File: config.mk
export PLATFORM = sky130hd
export DESIGN_NAME = branch_resolve_predict
export DESIGN_NICKNAME = d
export VERILOG_FILES = /design/src/rtl/branch_resolve_predict.sv
export SDC_FILE = /design/constraint.sdc
export NUM_CORES = 1
export LEC_CHECK = 0
export CAP_MARGIN = 20
export CORE_MARGIN = 2
export CORE_UTILIZATION = 47
export DETAILED_ROUTE_END_ITERATION = 8
export PLACE_DENSITY = 0.86
export SYNTH_ARGS = -nofsm -noshare
export SYNTH_HDL_FRONTEND = slang
export SYNTH_SLANG_ARGS = --single-unit
File: constraint.sdc
create_clock -name Clk -period 5.45 [get_ports Clk]
set_input_delay 1.09 -clock Clk [delete_from_list [all_inputs] [get_ports Clk]]
set_output_delay 1.09 -clock Clk [all_outputs]
set_load 0.005 [all_outputs]
File: src/rtl/branch_resolve_predict.sv
// Branch/jump resolution with a 2-bit bimodal predictor; redirect/flush registered, one cycle after resolve.
// No backpressure: resolutions arriving during the post-redirect squash window are dropped.
module branch_resolve_predict #(
  parameter int XLEN       = 32,
  parameter int BHT_DEPTH  = 64,
  parameter int SQUASH_CYC = 2,
  parameter int CNT_W      = 16
) (
  input  logic              Clk,
  input  logic              Rst,
  input  logic [XLEN-1:0]   FetchPC,
  output logic              PredTaken,
  input  logic              ResValid,
  input  logic [3:0]        BranchSel,
  input  logic              Zero,
  input  logic [XLEN-1:0]   ALUResult,
  input  logic [XLEN-1:0]   AddResult,
  input  logic [XLEN-5:0]   Imm,
  input  logic [XLEN-1:0]   ResPC,
  input  logic              ResPredTaken,
  output logic              PCSrc,
  output logic [XLEN-1:0]   PCNew,
  output logic              Flush,
  output logic [CNT_W-1:0]  MispredCount
);

  localparam int IDX_W = $clog2(BHT_DEPTH);
  localparam int SQ_W  = (SQUASH_CYC < 2) ? 1 : $clog2(SQUASH_CYC + 1);

  localparam logic [0:0] ST_RUN    = 1'b0;
  localparam logic [0:0] ST_SQUASH = 1'b1;

  logic [1:0]       bht_q [BHT_DEPTH];
  logic [1:0]       bht_d [BHT_DEPTH];
  logic [0:0]       state_q, state_d;
  logic [SQ_W-1:0]  sq_cnt_q, sq_cnt_d;
  logic             pcsrc_q, pcsrc_d;
  logic [XLEN-1:0]  pcnew_q, pcnew_d;
  logic             flush_q, flush_d;
  logic [CNT_W-1:0] mispred_q, mispred_d;

  logic [IDX_W-1:0] fetch_idx;
  logic [IDX_W-1:0] res_idx;
  logic             a_neg;
  logic             a_zero;
  logic             taken;
  logic [XLEN-1:0]  target;
  logic [XLEN-1:0]  fallthrough;
  logic             accept;
  logic             is_cond;
  logic             redirect;
  logic [1:0]       cur_cnt;
  logic             unused_fetch_bits;

  assign fetch_idx = FetchPC[IDX_W+1:2];
  assign res_idx   = ResPC[IDX_W+1:2];
  assign unused_fetch_bits = ^{FetchPC[XLEN-1:IDX_W+2], FetchPC[1:0]};

  // Combinational read of the pre-update entry; a same-cycle train shows up next cycle.
  assign PredTaken = bht_q[fetch_idx][1];

  always_comb begin
    a_neg       = ALUResult[XLEN-1];
    a_zero      = (ALUResult == '0);
    fallthrough = ResPC + XLEN'(4);
    taken       = 1'b0;
    target      = AddResult;
    case (BranchSel)
      4'd0:    taken = !a_neg;
      4'd1:    taken = Zero;
      4'd2:    taken = !Zero;
      4'd3:    taken = !a_neg && !a_zero;
      4'd4:    taken = a_neg || a_zero;
      4'd5:    taken = a_neg;
      4'd6: begin
        taken  = 1'b1;
        target = {ResPC[XLEN-1:XLEN-4], Imm};
      end
      4'd7: begin
        taken  = 1'b1;
        target = ALUResult;
      end
      4'd8:    taken = 1'b1;
      default: begin
        taken  = 1'b0;
        target = '0;
      end
    endcase

    accept   = ResValid && (state_q == ST_RUN) && (BranchSel <= 4'd8);
    is_cond  = (BranchSel <= 4'd5);
    redirect = accept && (!is_cond || (taken != ResPredTaken));
    cur_cnt  = bht_q[res_idx];

    bht_d = bht_q;
    if (accept && is_cond) begin
      if (taken) bht_d[res_idx] = (cur_cnt == 2'b11) ? 2'b11 : cur_cnt + 2'b01;
      else       bht_d[res_idx] = (cur_cnt == 2'b00) ? 2'b00 : cur_cnt - 2'b01;
    end

    pcsrc_d = redirect;
    flush_d = redirect;
    pcnew_d = '0;
    if (redirect) pcnew_d = (is_cond && !taken) ? fallthrough : target;

    mispred_d = mispred_q;
    if (redirect && (mispred_q != {CNT_W{1'b1}})) mispred_d = mispred_q + CNT_W'(1);

    state_d  = state_q;
    sq_cnt_d = sq_cnt_q;
    if (state_q == ST_SQUASH) begin
      if (sq_cnt_q <= SQ_W'(1)) begin
        state_d  = ST_RUN;
        sq_cnt_d = '0;
      end else begin
        sq_cnt_d = sq_cnt_q - SQ_W'(1);
      end
    end else if (redirect && (SQUASH_CYC > 0)) begin
      state_d  = ST_SQUASH;
      sq_cnt_d = SQ_W'(SQUASH_CYC);
    end
  end

  always_ff @(posedge Clk or posedge Rst) begin
    if (Rst) begin
      for (int i = 0; i < BHT_DEPTH; i++) bht_q[i] <= 2'b01;
      state_q   <= ST_RUN;
      sq_cnt_q  <= '0;
      pcsrc_q   <= 1'b0;
      pcnew_q   <= '0;
      flush_q   <= 1'b0;
      mispred_q <= '0;
    end else begin
      for (int i = 0; i < BHT_DEPTH; i++) bht_q[i] <= bht_d[i];
      state_q   <= state_d;
      sq_cnt_q  <= sq_cnt_d;
      pcsrc_q   <= pcsrc_d;
      pcnew_q   <= pcnew_d;
      flush_q   <= flush_d;
      mispred_q <= mispred_d;
    end
  end

  assign PCSrc        = pcsrc_q;
  assign PCNew        = pcnew_q;
  assign Flush        = flush_q;
  assign MispredCount = mispred_q;

endmodule

Word level (Yosys, flattened, before mapping)
Index checks and enable logic that the tools add are counted.
{"block": "totals", "regBits": 180, "latch_bits": 0, "mem_bits_rw": 0, "mem_bits_ro": 0, "inputBits": 165, "output_inout_bits": 51, "elab_cells": 138, "n_memories": 0}
{"block": "classes", "addsub": 5, "mul": 0, "div_mod_pow": 0, "n_lt_le_gt_ge": 6, "n_eq_ne": 11, "shift": 0, "n_mux": 23, "bitwise_logic": 3, "n_reduce_logical": 21}
{"cell": "bitwise mux 128 bit", "count": 2}
{"cell": "two-way mux 128 bit", "count": 1}
{"cell": "case mux 32 bit (3 select lines)", "count": 1}
{"cell": "two-way mux 32 bit", "count": 2}
{"cell": "adder 32 x 3 -> 32 bit, second input constant", "count": 1}
{"cell": "zero test 32 bit", "count": 1}
{"cell": "binary-select mux 2 bit (select 6 bit)", "count": 2}
{"cell": "two-way mux 2 bit", "count": 10}
{"cell": "adder 16 x 1 -> 16 bit, second input constant", "count": 1}
{"cell": "== test 4 x 3 -> 1 bit, second input constant", "count": 4}
{"cell": "inequality test 16 bit, second input constant", "count": 1}
{"cell": "greater-or-equal comparator 7 bit, second input constant", "count": 2}
{"cell": "NOT 6 -> 7 bit", "count": 2}
{"cell": "demux 2 bit (select 6 bit)", "count": 1}
{"cell": "== test 4 x 2 -> 1 bit, second input constant", "count": 2}
{"cell": "logical AND 1 bit", "count": 8}
{"cell": "< comparator 7 x 1 -> 1 bit, second input constant", "count": 1}
{"cell": "case mux 1 bit (7 select lines)", "count": 1}
{"cell": "OR reduction 7 bit", "count": 1}
{"cell": "zero test 1 bit", "count": 5}
{"cell": "== test 4 x 1 -> 1 bit, second input constant", "count": 1}
{"cell": "== test 4 bit, second input constant", "count": 1}
{"cell": "less-or-equal comparator 4 x 3 -> 1 bit, second input constant", "count": 1}
{"cell": "less-or-equal comparator 4 bit, second input constant", "count": 1}
{"cell": "other kinds (12)", "count": 16}

Depth between registers and ports, before layout
{"block": "depth", "ltp_word": 9, "depth_mapped": 13, "ltp_nobuf": 9}

Worst setup path before layout
Ideal clock, no wire load.
{"block": "synth_timing", "kind": "input-to-output", "startpoint": "input port FetchPC[2]", "endpoint": "output port PredTaken", "t_arrival_ps": 3502, "t_required_ps": 4360, "setup_slack_ps": 858, "path_stages": 5, "n_path_buf": 2, "path_cell_list": "clkbuf_1 buf_1 mux4_2 mux4_2 mux4_2"}
{"block": "synth_via", "elab_chain_len": 4}
{"element": "start, declared", "line_no": "11", "source": "input logic [XLEN-1:0] FetchPC,"}
{"element": "NOT 6 -> 7 bit (not written as such)", "line_no": "60", "source": "assign PredTaken = bht_q[fetch_idx][1];"}
{"element": "binary-select mux 2 bit (select 6 bit)", "line_no": "60"}
{"element": "two-way mux 2 bit (not written as such) (2 in a row)", "line_no": "60"}
{"element": "end, declared", "line_no": "12", "source": "output logic PredTaken,"}
No other way between the ends. The select of a mux whose other input is x is not followed.

Final worst setup path
Same ends and word-level chain as after synthesis.

==> impl_metrics.xml <==
<?xml version="1.0" encoding="UTF-8"?>
<metrics>
  <group name="status">
    <metric name="run_status" unit="">finished, final reports clean</metric>
  </group>
  <group name="grt">
    <metric name="antenna_found_initial" unit="">0</metric>
    <metric name="global_route_wire_length_before_repair" unit="um">50900</metric>
    <metric name="grt-ovfl-total" unit="">0</metric>
    <metric name="grt_start_max_net_pins" unit="">181</metric>
    <metric name="grt_use_total" unit="%">27.6</metric>
    <metric name="first_global_vias" unit="">9412</metric>
  </group>
  <group name="power">
    <metric name="power.share.combinational" unit="%">22.2</metric>
    <metric name="p_int" unit="mW">2.53</metric>
    <metric name="maximum_vdd_ir_drop" unit="mV">0.224</metric>
    <metric name="p_switching" unit="mW">1.15</metric>
    <metric name="power.static_leakage" unit="nW">5.21</metric>
    <metric name="powerDensity" unit="nW/um^2">282</metric>
    <metric name="clkPwrFrac" unit="%">32.7</metric>
    <metric name="power.switching_fraction" unit="%">31.2</metric>
    <metric name="sequential_cell_fraction_of_total_power" unit="%">45.1</metric>
  </group>
  <group name="drt">
    <metric name="firstDrtPassIters" unit="">5</metric>
    <metric name="vias" unit="">9563</metric>
    <metric name="antenna_left" unit="">0</metric>
    <metric name="wire_per_inst" unit="um">20.9</metric>
    <metric name="starting_drc_count_in_detailed_routing" unit="">1024</metric>
    <metric name="remaining_drc_errors" unit="">0</metric>
    <metric name="routed_via_density" unit="">6.09</metric>
    <metric name="totalWireLength" unit="um">32800</metric>
  </group>
  <group name="synthesis">
    <metric name="synth_edf_count" unit="">0</metric>
    <metric name="postSynthCellCount" unit="">1121</metric>
    <metric name="netlist_top_cells_count" unit="">nor2_1 (242), a21oi_1 (153), dfrtp_1 (116)</metric>
    <metric name="synth.yosys.seq_area_share" unit="%">44.1</metric>
    <metric name="avgSynthCellArea" unit="um^2">9.27</metric>
    <metric name="synth.yosys.warnings" unit="">0</metric>
    <metric name="synth_seq_cells" unit="">180</metric>
    <metric name="synthesis.area" unit="um^2">10400</metric>
    <metric name="mappedNetlistNets" unit="">1288</metric>
    <metric name="synth.top_cells.by_area" unit="">dfrtp_1 (28%), dfstp_2 (16%), nor2_1 (8.7%), a21oi_1 (7.4%), mux4_2 (6.7%)</metric>
    <metric name="synth-async-reset-ratio" unit="%">100</metric>
    <metric name="synthMostInstantiatedCell" unit="">nor2_1</metric>
    <metric name="yosys_most_used_dff" unit="">dfrtp_1</metric>
    <metric name="yosysUniqueCellTypes" unit="">66</metric>
    <metric name="synth_top_area_share" unit="%">27.9</metric>
    <metric name="synth.largest_area_cell" unit="">dfrtp_1</metric>
  </group>
  <group name="sta">
    <metric name="setup-violations-final" unit="">0</metric>
    <metric name="final_max_slew_viol_count" unit="">0</metric>
    <metric name="worst_clock_skew" unit="ns">0.0120</metric>
    <metric name="unrepaired_setup_endpoints_after_global_routing" unit="">no</metric>
    <metric name="worst_margin_pin_slew" unit="ns">1.06</metric>
    <metric name="finalHoldViolCount" unit="">0</metric>
    <metric name="maxClockFrequency" unit="MHz">204</metric>
    <metric name="finalCritPeriodShare" unit="%">90.2</metric>
    <metric name="finalWorstPathRequiredPeriod" unit="ns">4.91</metric>
    <metric name="final.setup.tns" unit="ns">0</metric>
    <metric name="slew-limit-headroom" unit="%">29.2</metric>
  </group>
  <group name="final_layout">
    <metric name="final_design_area_no_fill" unit="um^2">13000</metric>
    <metric name="nets" unit="">1443</metric>
    <metric name="post_route_cells_drive_above_1_share" unit="%">13.7</metric>
    <metric name="area_growth" unit="%">25.2</metric>
    <metric name="number_of_fill_cells" unit="">1751</metric>
    <metric name="antenna_cells" unit="">0</metric>
  </group>
  <group name="floorplanning">
    <metric name="initial_core_util" unit="%">47.7</metric>
    <metric name="floorplan.die.width" unit="um">153</metric>
    <metric name="placement_row_count" unit="">54</metric>
    <metric name="die_height" unit="um">153</metric>
    <metric name="io_pins" unit="">216</metric>
    <metric name="fp.dieArea" unit="um^2">23300</metric>
    <metric name="core-area" unit="um^2">21800</metric>
  </group>
  <group name="place">
    <metric name="finalWeightedCongestion" unit="">0.956</metric>
    <metric name="placement.cell_area" unit="um^2">12400</metric>
    <metric name="dp_hpwl" unit="um">23200</metric>
    <metric name="port_buffers" unit="">189</metric>
  </group>
  <group name="setup_path">
    <metric name="data_arrival_time_of_the_worst_path" unit="ns">3.82</metric>
    <metric name="worst_path_most_repeated_cell" unit="">mux4_2</metric>
    <metric name="crit_path_top_delay_cell" unit="">mux4_2</metric>
    <metric name="timing.setup.critical_path_class" unit="">in -&gt; out</metric>
    <metric name="critPathRequiredTime" unit="ns">4.36</metric>
    <metric name="max_fanout_on_critical_path" unit="">16</metric>
    <metric name="crit_chain" unit="">clkdlybuf4s50_1, buf_12, mux4_2, mux4_2, mux4_2, clkdlybuf4s50_1</metric>
    <metric name="slowest_delay" unit="ns">0.55</metric>
    <metric name="cp-end-kind" unit="">output pin</metric>
    <metric name="crit_path_start_kind" unit="">input port</metric>
  </group>
  <group name="clocking">
    <metric name="tritoncts_clock_tree" unit="">done</metric>
    <metric name="clock_h_tree_levels" unit="">4</metric>
    <metric name="post-cts-setup-buffers" unit="">0</metric>
    <metric name="post_cts.resized_instances" unit="">0</metric>
    <metric name="cts_hold_buf" unit="">0</metric>
    <metric name="clockRootBuffer" unit="">clkbuf_16</metric>
    <metric name="cts.clk_slew.worst_paths" unit="ns">0.07</metric>
    <metric name="cts.sink_count" unit="">180</metric>
    <metric name="clock_buffers_created_by_tritoncts" unit="">17</metric>
    <metric name="cts.path.max_buffers" unit="">2</metric>
    <metric name="clk_latency" unit="ns">0.45</metric>
  </group>
  <group name="run">
    <metric name="maxCapViolCount" unit="">0</metric>
  </group>
  <group name="worst_hold_path">
    <metric name="hold_class" unit="">reg -&gt; reg</metric>
  </group>
</metrics>
## power by group through the flow
stage	registers [mW]	clock network, mW	logic (mW)
3_5_place_dp	1.68	0	0.804
2_1_floorplan	1.64	0	0.487
3_3_place_gp	1.67	0	0.781
6_report	1.66	1.20	0.816
4_1_cts	1.66	1.21	0.810
5_1_grt	1.68	1.27	0.880
## stage by stage
stage          total power, mW  instances  util, %  worst slack, ns  hold WS, ns
6_report                  3.67       1569     59.8            0.536        0.503
5_1_grt                   3.82       1569     59.8            0.480        0.512
4_1_cts                   3.67       1569     59.8            0.567        0.504
3_5_place_dp              2.48       1537     57.2            0.583        0.491
3_3_place_gp              2.45       1537     57.2            0.569        0.480
2_1_floorplan             2.12       1121        -            0.858        0.466
## state kept, by name (all words and copies together) (netlist names)
signal	count
Flush	1
MispredCount	16
PCNew	32
bht_q	128
sq_cnt_q	2
state_q	1
## area by class of cell
class / instances / area [um^2] / area share, %
timing repair buffer: 205 / 2050 / 15.7
inverter: 11 / 45.0 / 0.346
clock inverter: 15 / 141 / 1.09
sequential: 180 / 4580 / 35.2
clock buffer: 17 / 425 / 3.27
tap: 280 / 350 / 2.69
multi-input combinational: 861 / 5410 / 41.6
## routing by layer
layer / wire length, um / global-route usage (%) / vias to the layer above / part of all wire, %
li1: - / - / 4340 / -
met1: 11900 / 33.8 / 4541 / 36
met2: 16200 / 46.6 / 588 / 49
met3: 3470 / 6.97 / 94 / 11
met4: 1240 / 11.8 / 0 / 3.8
met5: 0 / 0 / - / 0
## placed cells by master (no fill, tap or decap), types with 7 or more instances in the layout
cell type / netlist / layout
nor3_1: 21 / 21
nand3_1: 34 / 34
clkbuf_16: 0 / 17
nand2_1: 69 / 69
a211oi_1: 17 / 17
mux4_2: 31 / 31
and3_1: 8 / 8
inv_1: 9 / 8
nor2_1: 242 / 242
a22oi_1: 9 / 9
o21ai_0: 44 / 43
dfrtp_1: 116 / 116
nor4_1: 15 / 15
nand4_1: 7 / 7
buf_4: 13 / 12
xor2_1: 23 / 23
xnor2_1: 16 / 16
clkdlybuf4s50_1: 0 / 186
dfstp_2: 64 / 64
mux2_2: 18 / 18
a31oi_1: 8 / 8
a21oi_1: 153 / 153
nand3b_1: 9 / 9
mux2i_1: 44 / 44
o31ai_1: 10 / 10
## critical path, delay by kind of cell
kind,cells,cell delay [ns]
buffers and inverters,3,1.16
muxes,3,1.56
## final timing paths
check	start	end	slack [ns]	cells after the start
setup / recovery	FetchPC[2]	PredTaken	0.54	6
hold / removal	bht_q[80]	bht_q[80]	0.50	2
setup reg to reg	bht_q[32]	bht_q[31]	2.61	9
hold reg to reg	bht_q[80]	bht_q[80]	0.50	2
max in group asynchronous	Rst	bht_q[25]	3.52	3
min in group asynchronous	Rst	PCNew[13]	1.30	3
## kinds of logic after synthesis
logic type	Yosys count	share of synthesized area (%)
and+or+nand+nor	442	19.2
adders and majority gates	2	0.241
muxes	95	13.2
DFF	180	44.1
xor gates and xnor gates	39	3.29
AOI/OAI and AO/OA	283	16.1
buffers and inverters	80	3.92
Power figures use the tool's default switching activity.
